[config.mk]
export PLATFORM = sky130hd
export DESIGN_NAME = alu_issue
export DESIGN_NICKNAME = d
export VERILOG_FILES = /design/src/rtl/alu_pkg.sv /design/src/rtl/issue_picker.sv /design/src/rtl/alu_issue.sv
export SDC_FILE = /design/constraint.sdc
export NUM_CORES = 2
export LEC_CHECK = 0
export ABC_AREA = 1
export CAP_MARGIN = 20
export CORE_ASPECT_RATIO = 0.8
export CORE_UTILIZATION = 55
export CTS_CLUSTER_DIAMETER = 150
export CTS_CLUSTER_SIZE = 28
export DETAILED_ROUTE_END_ITERATION = 10
export PLACE_DENSITY_LB_ADDON = 0.25
export SYNTH_ARGS = -nofsm -noshare
export SYNTH_HDL_FRONTEND = slang
export SYNTH_HIERARCHICAL = 1
export SYNTH_SLANG_ARGS = --single-unit
[constraint.sdc]
create_clock -name CLK -period 28.2 [get_ports CLK]
set_input_delay 7.05 -clock CLK [delete_from_list [all_inputs] [get_ports CLK]]
set_output_delay 7.05 -clock CLK [all_outputs]
set_load 0.02 [all_outputs]
[src/rtl/alu_pkg.sv]
// Shared widths, field layouts and entry type for the ALU issue buffer.
// The build-wide rename width lives here so every issue queue sees the same register map.
package alu_pkg;

    localparam int RNBIT  = 2;
    localparam int FUN_W  = 9;
    localparam int PR_W   = 5 + RNBIT;
    localparam int NPR    = 32 << RNBIT;

    localparam int DISP_W = FUN_W + 3 * PR_W + 64 + 3;
    localparam int EXEC_W = FUN_W + PR_W + 128 + 2;

    // LSB offsets of the dispatch-info fields
    localparam int D_USI  = 0;
    localparam int D_32W  = 1;
    localparam int D_IMMF = 2;
    localparam int D_IMM  = 3;
    localparam int D_RS2  = D_IMM + 64;
    localparam int D_RS1  = D_RS2 + PR_W;
    localparam int D_RD0  = D_RS1 + PR_W;
    localparam int D_FUN  = D_RD0 + PR_W;

    // LSB offsets of the execute-info fields
    localparam int X_USI  = 0;
    localparam int X_32W  = 1;
    localparam int X_OP2  = 2;
    localparam int X_OP1  = X_OP2 + 64;
    localparam int X_RD0  = X_OP1 + 64;
    localparam int X_FUN  = X_RD0 + PR_W;

    typedef logic [PR_W-1:0] preg_t;

    typedef struct packed {
        logic [FUN_W-1:0] fun;
        preg_t            rd0;
        preg_t            rs1;
        preg_t            rs2;
        logic [63:0]      imm;
        logic             rs2_is_imm;
        logic             is32w;
        logic             is_usi;
    } disp_info_t;

    typedef struct packed {
        logic [FUN_W-1:0] fun;
        preg_t            rd0;
        logic [63:0]      op1;
        logic [63:0]      op2;
        logic             is32w;
        logic             is_usi;
    } exec_info_t;

    typedef struct packed {
        logic       valid;
        disp_info_t op;
    } iq_entry_t;

    // Physical register 0 is hard-wired zero and therefore always available.
    function automatic logic reg_ok(input logic [NPR-1:0] wb, input preg_t r);
        return (r == '0) | wb[r];
    endfunction

endpackage

[src/rtl/issue_picker.sv]
// Lowest-index-first priority encoder shared by the issue queues.
module issue_picker #(
    parameter int DP = 4,
    parameter int IW = $clog2(DP)
) (
    input  logic [DP-1:0] ready,
    output logic          pick_vaild,
    output logic [IW-1:0] pick_idx
);

    always_comb begin
        pick_vaild = |ready;
        pick_idx   = '0;
        for (int i = DP - 1; i >= 0; i--) begin
            if (ready[i]) pick_idx = IW'(i);
        end
    end

endmodule

[src/rtl/alu_issue.sv]
// Age-ordered ALU issue buffer: tracks operand readiness, issues the oldest ready op
// per cycle and registers its operands for the single-cycle ALU.
module alu_issue
    import alu_pkg::*;
#(
    parameter int DP = 4
) (
    input  logic              CLK,
    input  logic              RST,
    input  logic              flush,
    input  logic              alu_dispat_vaild,
    output logic              alu_dispat_ready,
    input  logic [DISP_W-1:0] alu_dispat_info,
    input  logic [NPR-1:0]    wbLog_qout,
    output logic [PR_W-1:0]   alu_rs1_addr,
    output logic [PR_W-1:0]   alu_rs2_addr,
    input  logic [63:0]       alu_rs1_data,
    input  logic [63:0]       alu_rs2_data,
    output logic              alu_execute_vaild,
    output logic [EXEC_W-1:0] alu_execute_info
);

    localparam int CW = $clog2(DP + 1);
    localparam int IW = $clog2(DP);

    iq_entry_t     q   [DP];
    iq_entry_t     q_n [DP];
    logic [CW-1:0] count;
    logic [CW-1:0] count_n;
    logic [CW-1:0] wr_idx;
    logic [DP-1:0] rdy;
    logic          pick_vaild;
    logic [IW-1:0] pick_idx;
    logic          enq;
    logic          iss;
    disp_info_t    new_op;
    disp_info_t    pick_op;
    exec_info_t    exec_n;

    assign new_op = disp_info_t'(alu_dispat_info);

    always_comb begin
        for (int i = 0; i < DP; i++) begin
            rdy[i] = q[i].valid & reg_ok(wbLog_qout, q[i].op.rs1)
                   & (q[i].op.rs2_is_imm | reg_ok(wbLog_qout, q[i].op.rs2));
        end
    end

    issue_picker #(.DP(DP), .IW(IW)) u_picker (
        .ready      (rdy),
        .pick_vaild (pick_vaild),
        .pick_idx   (pick_idx)
    );

    assign pick_op          = q[pick_idx].op;
    assign alu_rs1_addr     = pick_op.rs1;
    assign alu_rs2_addr     = pick_op.rs2;
    // Deliberately ignores a same-cycle issue so ready never depends on the wakeup path.
    assign alu_dispat_ready = (count != CW'(DP));
    assign iss              = pick_vaild & ~flush;
    assign enq              = alu_dispat_vaild & alu_dispat_ready & ~flush;
    assign wr_idx           = count - CW'(iss);
    assign count_n          = flush ? '0 : count + CW'(enq) - CW'(iss);

    always_comb begin
        exec_n.fun    = pick_op.fun;
        exec_n.rd0    = pick_op.rd0;
        exec_n.op1    = alu_rs1_data;
        exec_n.op2    = pick_op.rs2_is_imm ? pick_op.imm : alu_rs2_data;
        exec_n.is32w  = pick_op.is32w;
        exec_n.is_usi = pick_op.is_usi;
    end

    // NOTE: every entry gets its hold value first so the partial updates below never infer a latch.
    always_comb begin
        for (int i = 0; i < DP; i++) q_n[i] = q[i];
        if (iss) begin
            for (int i = 0; i < DP - 1; i++) begin
                if (i >= int'(pick_idx)) q_n[i] = q[i + 1];
            end
            q_n[DP-1] = '0;
        end
        if (enq) begin
            for (int i = 0; i < DP; i++) begin
                if (i == int'(wr_idx)) q_n[i] = '{valid: 1'b1, op: new_op};
            end
        end
        if (flush) begin
            for (int i = 0; i < DP; i++) q_n[i] = '0;
        end
    end

    // NOTE: state is updated with non-blocking assignments so all flops see pre-edge values.
    always_ff @(posedge CLK or posedge RST) begin
        if (RST) begin
            count             <= '0;
            alu_execute_vaild <= 1'b0;
            alu_execute_info  <= '0;
            // NOTE: the queue is a handful of flops, not a RAM, so clearing whole entries is cheap and keeps X out of the payload.
            for (int i = 0; i < DP; i++) q[i] <= '0;
        end else begin
            count             <= count_n;
            q                 <= q_n;
            alu_execute_vaild <= iss;
            if (iss) alu_execute_info <= exec_n;
        end
    end

endmodule

; Word-level counts from Yosys, hierarchy flattened
; Cells that the tools add are included.
[op_classes]
eq_ne = 4
mux = 35
addsub = 3
reduce_logical = 10
magnitude_cmp = 12
bitwise_logic = 25
[ops]
columns = operator, count
row1 = 392-bit 2-to-1 mux, 3
row2 = 98-bit 2-to-1 mux, 7
row3 = 98-bit binary-select mux with 2-bit select, 1
row4 = 97-bit 2-to-1 mux, 2
row5 = 7-bit by 8-bit less-than comparator with 1-bit output (second input constant), 8
row6 = 64-bit 2-to-1 mux, 1
row7 = 1-bit binary-select mux with 7-bit select, 8
row8 = 7-bit logical NOT, 8
row9 = 1-bit OR, 12
row10 = 1-bit bitwise AND, 11
row11 = 1-bit 2-to-1 mux, 8
row12 = 2-bit 2-to-1 mux, 4
row13 = 3-bit == test (first input constant), 2
row14 = 3-bit by 1-bit subtractor with 3-bit output, 2
row15 = 1-bit by 2-bit greater-or-equal comparator with 1-bit output (first input constant), 2
row16 = 4-bit OR reduction, 1
row17 = 3-bit by 1-bit adder with 3-bit output, 1
row18 = 2-bit by 3-bit == test with 1-bit output (first input constant), 1
row19 = 3-bit greater-or-equal comparator (second input constant), 1
row20 = 3-bit logical NOT, 1
row21 = 3-bit 2-to-1 mux, 1
row22 = 3-bit inequality test (second input constant), 1
row23 = 2-bit inverter with 3-bit output, 1
row24 = 2-bit greater-or-equal comparator (first input constant), 1
row25 = 1-bit inverter, 1
[word_totals]
word_cells = 128
in_bits = 357
output_inout_bits = 162
register_bits = 542

; Depth between registers and ports, before layout
[depth]
depth_word = 15
ltp_mapped = 36
ltp_nobuf = 32

; Modules after synthesis
; Netlist, hierarchy kept.
[modules_own_cells]
columns = module, seq_area_each_um2, cells_per_inst, n_inst, area_each_um2
row1 = alu_issue, 13563.0, 5768, 1, 37699.9
row2 = issue_picker, 0.0, 9, 1, 46.3

; Worst setup path after synthesis
; OpenSTA, ideal clock, no wires.
[synth_timing]
path_kind = in2out
start = input wbLog_qout[38]
end = output alu_rs1_addr[6]
arrival_time_ns = 9.634
path_stages = 22
required_time_ns = 21.150
setup_slack_ns = 11.516
n_path_buf = 6
cell_sequence = clkbuf_1 o21ai_0 o22ai_1 nand2_1 nand2_1 nand2_1 nor2_1 nand2_1 a21oi_1 nor2_1 nor2_1 nand2_1 a21oi_2 buf_2 inv_2 buf_2 buf_2 buf_2 buf_2 o21ai_0 a21oi_1 a21oi_1
[synth_between]
elab_chain_len = 13
elab_cells_between_ends = 44
cone_classes = mux (23) / bitwise (21)
[synth_rtl]
columns = item, line
row1 = "start, declared", alu_issue.sv:14  ; input logic [NPR-1:0] wbLog_qout,
row2 = 1-bit binary-select mux with 7-bit select, alu_pkg.sv:60  ; return (r == '0) | wb[r];
row3 = 1-bit 2-to-1 mux (not written as such), alu_pkg.sv:60
row4 = 1-bit OR, alu_pkg.sv:60
row5 = 1-bit bitwise AND / 1-bit OR (equally long branches), "alu_issue.sv:44, alu_issue.sv:45"
row6 = 1-bit bitwise AND *, alu_issue.sv:45  ; & (q[i].op.rs2_is_imm | reg_ok(wbLog_qout, q[i].op.rs2));
row7 = net rdy[3], alu_issue.sv:31  ; logic [DP-1:0] rdy;
row8 = 2-bit 2-to-1 mux * (4 in series), issue_picker.sv:15  ; if (ready[i]) pick_idx = IW'(i);
row9 = net pick_idx[0], alu_issue.sv:33  ; logic [IW-1:0] pick_idx;
row10 = 2-bit inverter with 3-bit output (not written as such) *, alu_issue.sv:55  ; assign pick_op = q[pick_idx].op;
row11 = 98-bit binary-select mux with 2-bit select *, alu_issue.sv:55
row12 = 97-bit 2-to-1 mux (not written as such) * (2 in series), alu_issue.sv:55
row13 = "end, declared", alu_issue.sv:15  ; output logic [PR_W-1:0] alu_rs1_addr,
; Mark *: on every way through the listed nets, which the timed path passes. The rest lies on a longest branch. The select of a mux whose other input is x is not followed.

; Worst setup path after layout
[layout_timing]
start = input wbLog_qout[96]
end = output alu_rs1_addr[6]
[layout_between]
elab_cells_between_ends = 44
cone_classes = mux (23) / bitwise (21)
[layout_rtl]
columns = item, line
row1 = 1-bit binary-select mux with 7-bit select, alu_pkg.sv:60
row2 = 1-bit 2-to-1 mux (not written as such), alu_pkg.sv:60
row3 = 1-bit OR, alu_pkg.sv:60
row4 = 1-bit bitwise AND / 1-bit OR (equally long branches), "alu_issue.sv:44, alu_issue.sv:45"
row5 = 1-bit bitwise AND *, alu_issue.sv:45
row6 = net rdy[0], alu_issue.sv:31
row7 = 2-bit 2-to-1 mux *, issue_picker.sv:15
row8 = net pick_idx[1], alu_issue.sv:33
row9 = 2-bit inverter with 3-bit output (not written as such) *, alu_issue.sv:55
row10 = 98-bit binary-select mux with 2-bit select *, alu_issue.sv:55
row11 = 97-bit 2-to-1 mux (not written as such) * (2 in series), alu_issue.sv:55
; Marks and branches as above.

==> flow_summary.rst <==
.. list-table::
   :header-rows: 1

   * - Metric
     - Value
   * - Status
     - finished with violations
   * - Violations in the final reports
     - DRC
   * - Type of element launching the critical path
     - input pin
   * - Core Area
     - ~0.068 mm²
   * - Floorplan die height
     - 236 µm
   * - Critical path endpoint category
     - output pin
   * - Standard-cell row count
     - between 80 and 90
   * - Final worst path period share
     - between 60% and 70%
   * - Pin count of the biggest net entering global routing
     - between 150 and 200
   * - Number of library cell types mapped by synthesis
     - 37
   * - Gates resized, CTS repair
     - 0
   * - Post-detail-place hpwl
     - ~110000 µm
   * - Placed Cells
     - between 6000 and 7000
   * - Post-CTS Repair Setup Buffers
     - 0
   * - Die width
     - between 200 and 300 µm
   * - Lkg Pwr
     - approximately 19 nW
   * - Pre-antenna DRT Iters
     - 11
   * - Layout cell share with drive strength beyond 1
     - 3.72%
   * - Worst endpoint required time
     - around 21 ns
   * - Hold WS
     - roughly 0.48 ns
   * - Boundary pin count
     - 519
   * - Share of Yosys cell area claimed by the top area cell type
     - a little over a third
   * - Total number of vias
     - between 40000 and 50000
   * - Residual overflow from global routing
     - 0
   * - Clock Tree Buf Depth
     - 3
   * - Start-to-end type of the worst setup path
     - input pin to output pin
   * - Maximum net fanout on the critical path
     - 75
   * - Top cell type by total area after synthesis
     - sky130_fd_sc_hd__dfrtp_1
   * - Power, Total
     - 4.54 mW
   * - Area contributors post-synth
     - sky130_fd_sc_hd__dfrtp_1 (36%), sky130_fd_sc_hd__nand2_1 (16%), sky130_fd_sc_hd__o21ai_0 (11%), sky130_fd_sc_hd__a21oi_1 (9.4%), sky130_fd_sc_hd__nand3_1 (7.8%)
   * - Source-to-sink clock delay at the later pin of the worst-skew pair
     - approximately 0.61 ns
   * - Max-cap viol count
     - 0
   * - Asr flop ratio synth
     - 100%
   * - DRC violation count after routing
     - 11
   * - Count of final setup violators
     - 0
   * - Drt total wl
     - 170000 µm
   * - Routed length per instance
     - 25.0 µm
   * - Time the final worst path needs with I/O delays and setup
     - ~20 ns
   * - Critical path data arrival time
     - 12.68 ns
   * - Pwr per Cell Area
     - ~100 mW/mm²
   * - Number of cells in the finished layout apart from fillers
     - 6822
   * - Max rail drop VDD
     - around 180 µV
   * - Effective utilization at floorplan
     - between 50% and 60%
   * - Number of instances in the synthesized netlist
     - 5777
   * - Worst min-delay path class
     - flip-flop to flip-flop
   * - Clock buffer count from CTS
     - 23
   * - Iter 0 DRT Violations
     - around 7400
   * - Setup TNS after final layout
     - 0 ns
   * - CTS Root Buffer Type
     - sky130_fd_sc_hd__clkbuf_16
   * - RSZ-0062 raised after global routing
     - no
   * - Post-synthesis sequential area ratio
     - 35.9%
   * - Synthesized area per cell
     - between 6 and 7 µm²
   * - Highest attainable clock frequency
     - 0.0507 GHz
   * - Number of flops mapped to enable cells by yosys
     - 0
   * - Number of nets at the end of the flow
     - roughly 6300
   * - Number of hold violations in the final report
     - 0
   * - Slew Limit Headroom
     - ~12%
   * - Avg Vias per Cell
     - 6.46
   * - Flops & latches, synth
     - 542
   * - Area added between synthesis and finish
     - 14.6%
   * - Synth warnings
     - 6
   * - Worst Tran Pin Value
     - between 1 and 1.5 ns
   * - GRT Total Usage
     - a little under half
   * - Number of H-tree branching levels
     - 1
   * - First-pass GRT wire length
     - 249000 µm
   * - Via count of the first global-routing pass
     - 38600
   * - Clock slew at the register clock pins of the worst setup and hold paths
     - roughly 0.10 ns
   * - Number of buffer cells added on primary ports
     - 518
   * - Die Area
     - approximately 0.070 mm²
   * - Slew Limit Fails
     - 0
   * - Hold Buf Count CTS
     - 0
   * - Top flip-flop cell by instance count after synthesis
     - sky130_fd_sc_hd__dfrtp_1
   * - Post-Synthesis Net Count
     - a little over 6000
   * - Routability-driven placement congestion ratio
     - between 1 and 1.5
   * - CTS Sinks
     - between 500 and 600
   * - Number of antenna violations at the first check in global routing
     - 26
   * - Clk_skew
     - approximately 0.044 ns
   * - ANT nets after route
     - 0
   * - Post-Syn Area
     - between 0.03 and 0.04 mm²
   * - CTS tree
     - done
## cells by family after synthesis
group           Yosys count  synth area share, %
buf+inv                 911                 9.95
flops                   542                 35.9
mux                      68                 2.02
compound gates         1843                 25.8
fa+ha+maj                 5                0.186
xor+xnor                  3               0.0696
simple gates           2405                 26.1
## cell usage after synthesis, types with 4 or more instances
cell type,n
sky130_fd_sc_hd__clkinv_1,4
sky130_fd_sc_hd__nor2_2,4
sky130_fd_sc_hd__a211oi_1,74
sky130_fd_sc_hd__nand3_1,588
sky130_fd_sc_hd__buf_4,15
sky130_fd_sc_hd__a21oi_1,706
sky130_fd_sc_hd__dfrtp_1,542
sky130_fd_sc_hd__o211ai_1,95
sky130_fd_sc_hd__nand2_1,1626
sky130_fd_sc_hd__o21ai_1,139
sky130_fd_sc_hd__nor3_1,10
sky130_fd_sc_hd__clkbuf_1,249
sky130_fd_sc_hd__o311ai_0,10
sky130_fd_sc_hd__inv_2,12
sky130_fd_sc_hd__nand3b_1,4
sky130_fd_sc_hd__buf_1,25
sky130_fd_sc_hd__mux2_2,66
sky130_fd_sc_hd__a31oi_1,11
sky130_fd_sc_hd__o21ai_0,802
sky130_fd_sc_hd__nor2_1,168
sky130_fd_sc_hd__ha_1,4
sky130_fd_sc_hd__inv_1,383
sky130_fd_sc_hd__buf_2,221
## placed cells by master, fill, tap and decap left out, drive strengths merged
cell,instances
o311ai,10
nand2,1627
nand4,2
xnor2,2
o21ai,942
nand3,588
a41o,1
o22ai,1
xor2,1
ha,4
a31oi,11
clkdlybuf4s50,517
a32oi,1
a21oi,708
clkbuf,27
inv,399
nor3,10
dfrtp,542
nor2,174
mux2,66
clkinv,3
o211ai,95
fa,1
diode,14
buf,83
a211oi,74
mux2i,2
nand3b,4
## routing by layer
metal | vias up | routed length, µm | global-route usage (%) | part of all wire, %
met1 | 20400 | 67100 | 67.4 | 39
met5 | - | 152 | 0.557 | 0.089
li1 | 19500 | - | - | -
met3 | 592 | 29100 | 18.6 | 17
met2 | 3576 | 66800 | 63.7 | 39
met4 | 22 | 7330 | 16.1 | 4.3
## sequential cells by signal (all words and copies together), names as in the netlist
register and flops:
alu_execute_info 146, alu_execute_vaild 1, q 392, count 3
## final timing paths
check / end / depth (start not counted) / slack, ns / from
max in group asynchronous: alu_execute_info[107] / 6 / 17.15 / RST
max: alu_rs1_addr[6] / 22 / 8.47 / wbLog_qout[96]
min: alu_execute_info[113] / 2 / 0.48 / alu_execute_info[113]
max reg2reg: q[42] / 30 / 20.22 / q[76]
min in group asynchronous: q[248] / 2 / 7.02 / RST
min reg2reg: alu_execute_info[113] / 2 / 0.48 / alu_execute_info[113]
## worst max-delay path: stages
cell	delay [ns]
sky130_fd_sc_hd__clkdlybuf4s50_1	0.84
sky130_fd_sc_hd__inv_1	0.19
sky130_fd_sc_hd__o21ai_0	0.19
sky130_fd_sc_hd__a21oi_1	0.08
sky130_fd_sc_hd__nand3_1	0.14
sky130_fd_sc_hd__nand3_1	0.07
sky130_fd_sc_hd__nand2_1	0.15
sky130_fd_sc_hd__nand2_1	0.10
sky130_fd_sc_hd__nand2_1	0.11
sky130_fd_sc_hd__nand2_1	0.06
sky130_fd_sc_hd__nand3_1	0.10
sky130_fd_sc_hd__nand2_1	0.05
sky130_fd_sc_hd__nor2_1	0.23
sky130_fd_sc_hd__inv_1	0.10
sky130_fd_sc_hd__nand2_1	0.12
sky130_fd_sc_hd__a21oi_4	0.04
sky130_fd_sc_hd__buf_4	0.37
sky130_fd_sc_hd__inv_4	0.77
sky130_fd_sc_hd__buf_4	0.78
sky130_fd_sc_hd__a21oi_1	0.10
sky130_fd_sc_hd__a21oi_1	0.29
sky130_fd_sc_hd__clkdlybuf4s50_1	0.67
## through the flow
stage	util, %	area (µm²)	worst slack, ns
after floorplan	-	37700	6.00
after global placement	63.0	42500	8.87
after detailed placement	63.1	42600	8.80
after CTS	64.0	43200	8.77
after global routing	64.0	43200	8.32
final	64.0	43200	8.47
## area by class of cell
class | count | area [µm²]
Antenna cell | 14 | 35.0
Fill cell | 6108 | 24300
Sequential cell | 542 | 13600
Tap cell | 913 | 1140
Inverter | 400 | 1550
Timing Repair Buffer | 600 | 5830
Multi-Input combinational cell | 4324 | 20500
Clock buffer | 27 | 591
Clock inverter | 2 | 28.8
## power by group
| part | internal [mW] | switching (mW) |
|---|---|---|
| clock network | 0.152 | 0.252 |
| registers | 1.02 | 0.191 |
| logic | 0.864 | 2.05 |
| total | 2.04 | 2.50 |
Power figures use the tool's default switching activity.
